### config.mk
export PLATFORM = sky130hd
export DESIGN_NAME = div_seq_restoring
export DESIGN_NICKNAME = d
export VERILOG_FILES = /design/src/rtl/div_pkg.sv /design/src/rtl/div_step.sv /design/src/rtl/div_seq_restoring.sv
export SDC_FILE = /design/constraint.sdc
export NUM_CORES = 1
export LEC_CHECK = 0
export ABC_AREA = 1
export CAP_MARGIN = 20
export CORE_MARGIN = 5
export CORE_UTILIZATION = 49
export CTS_CLUSTER_SIZE = 16
export DETAILED_ROUTE_END_ITERATION = 10
export PLACE_DENSITY = 0.77
export REMOVE_ABC_BUFFERS = 1
export SETUP_SLACK_MARGIN = 0.05
export SLEW_MARGIN = 10
export SYNTH_ARGS = -nofsm -noshare
export SYNTH_HDL_FRONTEND = slang
export SYNTH_SLANG_ARGS = --single-unit
export TNS_END_PERCENT = 10
### constraint.sdc
create_clock -name clk -period 1.95 [get_ports clk]
set_input_delay 0.39 -clock clk [delete_from_list [all_inputs] [get_ports clk]]
set_output_delay 0.39 -clock clk [all_outputs]
set_load 0.05 [all_outputs]
### src/rtl/div_pkg.sv
// Shared types and defaults for the sequential restoring divider.
package div_pkg;

    localparam int DIV_WIDTH_DEFAULT = 4;

    typedef enum logic [1:0] {
        ST_IDLE = 2'd0,
        ST_BUSY = 2'd1,
        ST_DONE = 2'd2
    } div_state_e;

endpackage

### src/rtl/div_step.sv
// One restoring division step: shift in a dividend bit, compare, conditionally subtract.
module div_step
    import div_pkg::*;
#(
    parameter int WIDTH = DIV_WIDTH_DEFAULT
) (
    input  logic [WIDTH:0]   rem_i,
    input  logic             bit_i,
    input  logic [WIDTH-1:0] divisor_i,
    output logic [WIDTH:0]   rem_o,
    output logic             q_bit_o
);

    logic [WIDTH:0] shifted;
    logic [WIDTH:0] diff;

    // The incoming remainder is always below the divisor, so its MSB is zero.
    logic unused_rem_msb;
    assign unused_rem_msb = rem_i[WIDTH];

    assign shifted = {rem_i[WIDTH-1:0], bit_i};
    assign diff    = shifted - {1'b0, divisor_i};
    assign q_bit_o = (shifted >= {1'b0, divisor_i});
    assign rem_o   = q_bit_o ? diff : shifted;

endmodule

### src/rtl/div_seq_restoring.sv
// Sequential unsigned restoring divider, one quotient bit per cycle, valid/ready on both sides.
// Optional macro DIV_ZERO_FLAG_EN adds a fast zero-divisor path and the div_by_zero output.
module div_seq_restoring
    import div_pkg::*;
#(
    parameter int WIDTH = DIV_WIDTH_DEFAULT
) (
    input  logic             clk,
    input  logic             rst_n,
    input  logic             in_valid,
    output logic             in_ready,
    input  logic [WIDTH-1:0] dividend,
    input  logic [WIDTH-1:0] divisor,
    output logic             out_valid,
    input  logic             out_ready,
    output logic [WIDTH-1:0] quotient,
    output logic [WIDTH-1:0] remainder
`ifdef DIV_ZERO_FLAG_EN
   ,output logic             div_by_zero
`endif
);

    localparam int CW = (WIDTH > 2) ? $clog2(WIDTH) : 1;

    div_state_e       state_q, state_d;
    logic [WIDTH-1:0] dvd_q, dvd_d;
    logic [WIDTH-1:0] dvs_q, dvs_d;
    logic [WIDTH:0]   rem_q, rem_d;
    logic [WIDTH-1:0] quo_q, quo_d;
    logic [CW-1:0]    cnt_q, cnt_d;
`ifdef DIV_ZERO_FLAG_EN
    logic             dbz_q, dbz_d;
`endif

    logic [WIDTH:0]   step_rem;
    logic             step_q_bit;

    div_step #(.WIDTH(WIDTH)) u_step (
        .rem_i     (rem_q),
        .bit_i     (dvd_q[WIDTH-1]),
        .divisor_i (dvs_q),
        .rem_o     (step_rem),
        .q_bit_o   (step_q_bit)
    );

    // NOTE: every next-state signal gets its hold value first, so no path leaves it unassigned (no latch).
    always_comb begin
        state_d = state_q;
        dvd_d   = dvd_q;
        dvs_d   = dvs_q;
        rem_d   = rem_q;
        quo_d   = quo_q;
        cnt_d   = cnt_q;
`ifdef DIV_ZERO_FLAG_EN
        dbz_d   = dbz_q;
`endif
        case (state_q)
            ST_IDLE: begin
                if (in_valid) begin
                    dvd_d   = dividend;
                    dvs_d   = divisor;
                    rem_d   = '0;
                    cnt_d   = CW'(WIDTH - 1);
                    state_d = ST_BUSY;
`ifdef DIV_ZERO_FLAG_EN
                    dbz_d   = (divisor == '0);
                    if (divisor == '0) begin
                        quo_d   = '1;
                        rem_d   = {1'b0, dividend};
                        state_d = ST_DONE;
                    end
`endif
                end
            end
            ST_BUSY: begin
                rem_d = step_rem;
                quo_d = {quo_q[WIDTH-2:0], step_q_bit};
                dvd_d = {dvd_q[WIDTH-2:0], 1'b0};
                cnt_d = cnt_q - 1'b1;
                if (cnt_q == '0) state_d = ST_DONE;
            end
            ST_DONE: begin
                if (out_ready) state_d = ST_IDLE;
            end
            default: state_d = ST_IDLE;
        endcase
    end

    // NOTE: state registers use non-blocking assignments so all flops update together on the edge.
    always_ff @(posedge clk or negedge rst_n) begin
        if (!rst_n) begin
            state_q <= ST_IDLE;
            dvd_q   <= '0;
            dvs_q   <= '0;
            rem_q   <= '0;
            quo_q   <= '0;
            cnt_q   <= '0;
`ifdef DIV_ZERO_FLAG_EN
            dbz_q   <= 1'b0;
`endif
        end else begin
            state_q <= state_d;
            dvd_q   <= dvd_d;
            dvs_q   <= dvs_d;
            rem_q   <= rem_d;
            quo_q   <= quo_d;
            cnt_q   <= cnt_d;
`ifdef DIV_ZERO_FLAG_EN
            dbz_q   <= dbz_d;
`endif
        end
    end

    // in_ready is gated by rst_n so it reads low for the whole time reset is held.
    assign in_ready  = rst_n && (state_q == ST_IDLE);
    assign out_valid = (state_q == ST_DONE);
    assign quotient  = quo_q;
    assign remainder = rem_q[WIDTH-1:0];
`ifdef DIV_ZERO_FLAG_EN
    assign div_by_zero = dbz_q;
`endif

endmodule

# After elaboration in Yosys (flattened, before gate mapping)
# Cells that the tools add are included.
[word_totals]
output_inout_bits = 10
elab_cells = 32
in_bits = 12
register_bits = 20
[classes]
order_cmp = 1
muxes = 11
eq_ne = 5
add_sub_neg = 2
reduce_logical = 7
[ops]
columns = ["cell", "count"]
rows = [
  ["4-bit case mux with 2 select lines", 2],
  ["4-bit two-way mux", 3],
  ["2-bit two-way mux", 4],
  ["2-bit case mux with 3 select lines", 1],
  ["5-bit by 4-bit greater-or-equal comparator with 1-bit output", 1],
  ["2-bit logical NOT", 2],
  ["2-bit inequality test (second input constant)", 2],
  ["2-bit case mux with 2 select lines", 1],
  ["2-bit AND reduction", 2],
  ["4-bit subtractor", 1],
  ["3-bit AND reduction", 1],
  ["2-bit by 1-bit equality test with 1-bit output (second input constant)", 1],
  ["2-bit equality test (second input constant)", 1],
  ["2-bit by 1-bit inequality test with 1-bit output (second input constant)", 1],
  ["2-bit nonzero test", 1],
  ["2-bit by 1-bit subtractor with 2-bit output (second input constant)", 1],
  ["1-bit logical AND", 1],
]

# Longest topological paths before layout
[logic_depth]
word_depth = 3
mapped_depth = 10
depth_no_buf = 10

# Cells and area by module
# From an unflattened synthesis, not the netlist that was laid out.
[unflattened]
cells_unflattened = 163
hier_area_um2 = 1273.7
[by_module_without_submodules]
columns = ["module", "area_each_um2", "seq_area_each_um2", "cells_per_inst", "instances"]
rows = [
  ["div_seq_restoring", 960.9, 525.5, 108, 1],
  ["div_step", 312.8, 0.0, 55, 1],
]

# Least setup slack after synthesis
# No wires, ideal clock.
[synth_timing]
kind = "reg-to-output"
start = "register state_q[0]"
end = "output port in_ready"
t_required_ps = 1560
arrival_time_ps = 1586
path_stages_with_launch = 2
slack_ps = -26
path_buffers = 0
cell_sequence = "dfrtp_1 nor3b_1"
[synth_between]
elab_chain_len = 2
[synth_lines]
columns = ["item", "line_no", "source"]
rows = [
  ["from (decl)", "div_seq_restoring.sv:25", "div_state_e state_q, state_d;"],
  ["from (signal assigned)", "div_seq_restoring.sv:102", "state_q <= state_d;"],
  ["2-bit logical NOT", "div_seq_restoring.sv:115", "assign in_ready = rst_n && (state_q == ST_IDLE);"],
  ["1-bit logical AND", "div_seq_restoring.sv:115", ""],
  ["to (decl)", "div_seq_restoring.sv:11", "output logic in_ready,"],
]
# Every way passes these cells.

# Final worst setup path
[layout_timing]
start = "register quo_q[2] (netlist: quotient[2])"
end = "output port quotient[2]"
[layout_rtl]
columns = ["item", "line_no", "source"]
rows = [
  ["from (decl)", "div_seq_restoring.sv:29", "logic [WIDTH-1:0] quo_q, quo_d;"],
  ["from (signal assigned)", "div_seq_restoring.sv:106", "quo_q <= quo_d;"],
  ["to (decl)", "div_seq_restoring.sv:16", "output logic [WIDTH-1:0] quotient,"],
]
# No word-level cell between the ends.

==> qor.csv <==
metric;value;unit
Final Hold Viols;0;
portion of the clock cycle consumed by the worst path in the final layout;0.964;
gp weighted congestion;0.827;
most frequently used flop master after synthesis;dfrtp_1;
max-slew violation total from the final report;0;
number of detailed-routing iterations run before antenna repair;4;
final setup margin;0.0704;ns
first-pass GRT wire length;4.00;mm
num rows;16;
Final min period;1.88;ns
Sum Neg Setup Slack;0;ns
total track usage;0.162;
critical path cell sequence;clkdlybuf4s50_1;
DR iter-0 viols;6;
die boundary width;56.3;um
initial antenna violation count;0;
final clock skew;0.00225;ns
Detail Route Antenna Nets;0;
Max Buffers Root-to-Sink;2;
maximum level of the CTS H-tree;1;
RSZ-0062 raised after global routing;true;
switching power;1.28;mW
Synth warnings;0;
Clock Tree Root;clkbuf_4;
achievable frequency;532;MHz
area of the mapped netlist;0.00105;mm2
count of clock tree sinks;20;
Placeable Area;0.00200;mm2
part of the total power dissipated in combinational logic;0.595;
VDD IR max;1020;uV
wirelength, routed;2.19;mm
share of layout cells above drive strength 1;0.157;
Worst Tran Pin Value;0.513;ns
Area after DPL;0.00128;mm2
Lkg Pwr;0.687;nW
classification of the worst-slack hold path;primary input to async pin;
peak per-stage delay on the critical path;0.82;ns
post-route cell area;0.00133;mm2
category of the worst setup path launch point;flip-flop;
flip-flop and latch count after synthesis;20;
switch share;0.481;
Die Ht;56.3;um
detailed placer's ending HPWL;1.70;mm
power share of the clock group;0.127;
number of top-level design ports;22;
sequential cell area fraction in the yosys report;0.476;
largest driver fanout on the critical path;2;
max cap viols;0;
hold slack;0.461;ns
final routed wire length divided by cell count;13.1;um
via-per-instance ratio;5.27;
standard cell with the maximum stage delay on the critical path;clkdlybuf4s50_1;
maximum number of pins on one net before global-route repair;21;
clock edge transition at the registers on the reported setup and hold paths;0.12;ns
classification of the worst setup path;flip-flop to output port;
total vias in the final route;880;
Synth Instances;117;
final net count;159;
post-place setup slack;0.154;ns
internal power;1.38;mW
count of port buffers added during placement;21;
Post-CTS Setup Inserts;0;
status;finished, final reports clean;
relative contribution of sequential cells to total power;0.278;
clock tree from TritonCTS;done;
number of distinct library cells after synthesis;25;
insertion delay to the later sink of the worst-skew pair;0.30;ns
Bufs and invs on worst path;1;
count of unresolved DRC violations after routing;0;
CP endpoint kind;output port;
cell area power density;1990;mW/mm2
number of enable-type register cells in the synthesized netlist;0;
final setup violation count;0;
filler cell count;176;
die area;0.00317;mm2
diode insertion count for antenna repair;0;
Crit path max-delay family;buffers and inverters;
post-synthesis async set-or-reset flop share;1.00;
Worst EP required;1.56;ns
data arrival at the endpoint of the critical path;1.49;ns
total power draw;2.66;mW
clock buffers created by TritonCTS;3;
Worst slew margin;0.657;
Remaining Overflow, GRT;0;
Mapped Avg Cell Area;8.99;um2
area added between synthesis and finish;26.8;%
initial cell density of the core;0.526;
vias in the first global route;917;
-- registers in the layout (all words and copies together), names as in the netlist --
name	count
dvs_q	4
rem_q	4
dvd_q	4
cnt_q	2
state_q	2
quotient	4
-- power by group through the flow --
| stage | registers (mW) | logic [mW] | clock network [mW] |
|---|---|---|---|
| 5_1_grt | 0.769 | 1.78 | 0.364 |
| 6_report | 0.738 | 1.58 | 0.338 |
| 3_3_place_gp | 0.739 | 1.53 | 0 |
| 3_5_place_dp | 0.749 | 1.60 | 0 |
| 2_1_floorplan | 0.955 | 0.948 | 0 |
| 4_1_cts | 0.740 | 1.60 | 0.346 |
-- cell usage after synthesis (2+ instances only) --
library cell  instances  area share
o21ai_0               5       0.024
a21oi_1               3       0.014
nand3_1              11       0.052
nand4_1               4       0.024
a211oi_2              2       0.024
dfrtp_1              20        0.48
nand2_1              23       0.082
nor3_1                2      0.0095
inv_1                15       0.054
ha_1                  5       0.059
o21ai_1               2      0.0095
nand2_2               4       0.024
inv_2                 3       0.011
nor2_1                7       0.025
-- per-stage QoR --
step,util,instances
after floorplan,-,114
after global placement,0.639,163
after detailed placement,0.639,163
after CTS,0.665,167
after global routing,0.666,167
final,0.666,167
-- cell usage in the layout (no fill, tap or decap) --
cell type / n
a21oi_1: 3
o21ai_1: 2
nand2_1: 23
dfrtp_1: 20
fa_1: 1
nor2_1: 7
dlygate4sd2_1: 1
a211oi_2: 2
nand4_1: 4
buf_12: 1
inv_1: 15
bufinv_16: 1
a22oi_1: 1
o21ai_0: 5
mux2_4: 1
clkbuf_4: 3
o31ai_1: 1
nand2_2: 4
xnor2_1: 1
a21oi_2: 1
nor3b_1: 1
nor3_1: 2
nand3b_4: 1
inv_2: 3
buf_4: 5
clkdlybuf4s50_1: 14
dlymetal6s2s_1: 1
ha_1: 5
nand3_1: 11
-- logic make-up (layout without fill, tap and decap cells) --
family	Yosys count	in the layout	synth area share
flip-flops	20	20	0.476
multiplexers	1	1	0.0143
adder cells (fa/ha/maj)	6	6	0.0785
XOR/XNOR	1	1	0.00832
buffers and inverters	21	44	0.0868
AND/OR/NAND/NOR	53	53	0.243
AO/OA/AOI/OAI	15	15	0.0939
-- final cells by class --
cell class              count  area [um2]  area share
clock inverters             1        30.0      0.0225
multi-input cells          76         460       0.345
clock buffers               3        22.5      0.0169
flip-flops and latches     20         500       0.375
inverters                  18        67.6      0.0507
well taps                  27        33.8      0.0253
repair buffers             22         219       0.164
-- metal layers --
layer / global-route usage / vias up / routed length (um)
li1: - / 429 / -
met1: 0.178 / 426 / 897
met2: 0.285 / 19 / 1140
met3: 0.0344 / 6 / 90
met4: 0.0915 / 0 / 63
met5: 0 / - / 0
-- path summary, 6_finish.rpt --
path | startpoint | to | slack, ns | cells past startpoint
worst max-delay path | quotient[2] | quotient[2] | 0.07 | 1
worst min-delay path | rst_n | quotient[3] | 0.46 | 2
worst max register to register | rem_q[1] | rem_q[3] | 0.37 | 7
worst min register to register | dvd_q[2] | dvd_q[2] | 0.49 | 2
max in group asynchronous | rst_n | dvs_q[2] | 1.28 | 2
min in group clk | dvd_q[2] | dvd_q[2] | 0.49 | 2
-- repair_timing --
| item | 4_1_cts | 5_1_grt |
|---|---|---|
| gates resized for setup | 1 | 1 |
| hold buffers | 0 | 0 |
| endpoints found under the setup margin | 3 | 4 |
Power figures use the tool's default switching activity.
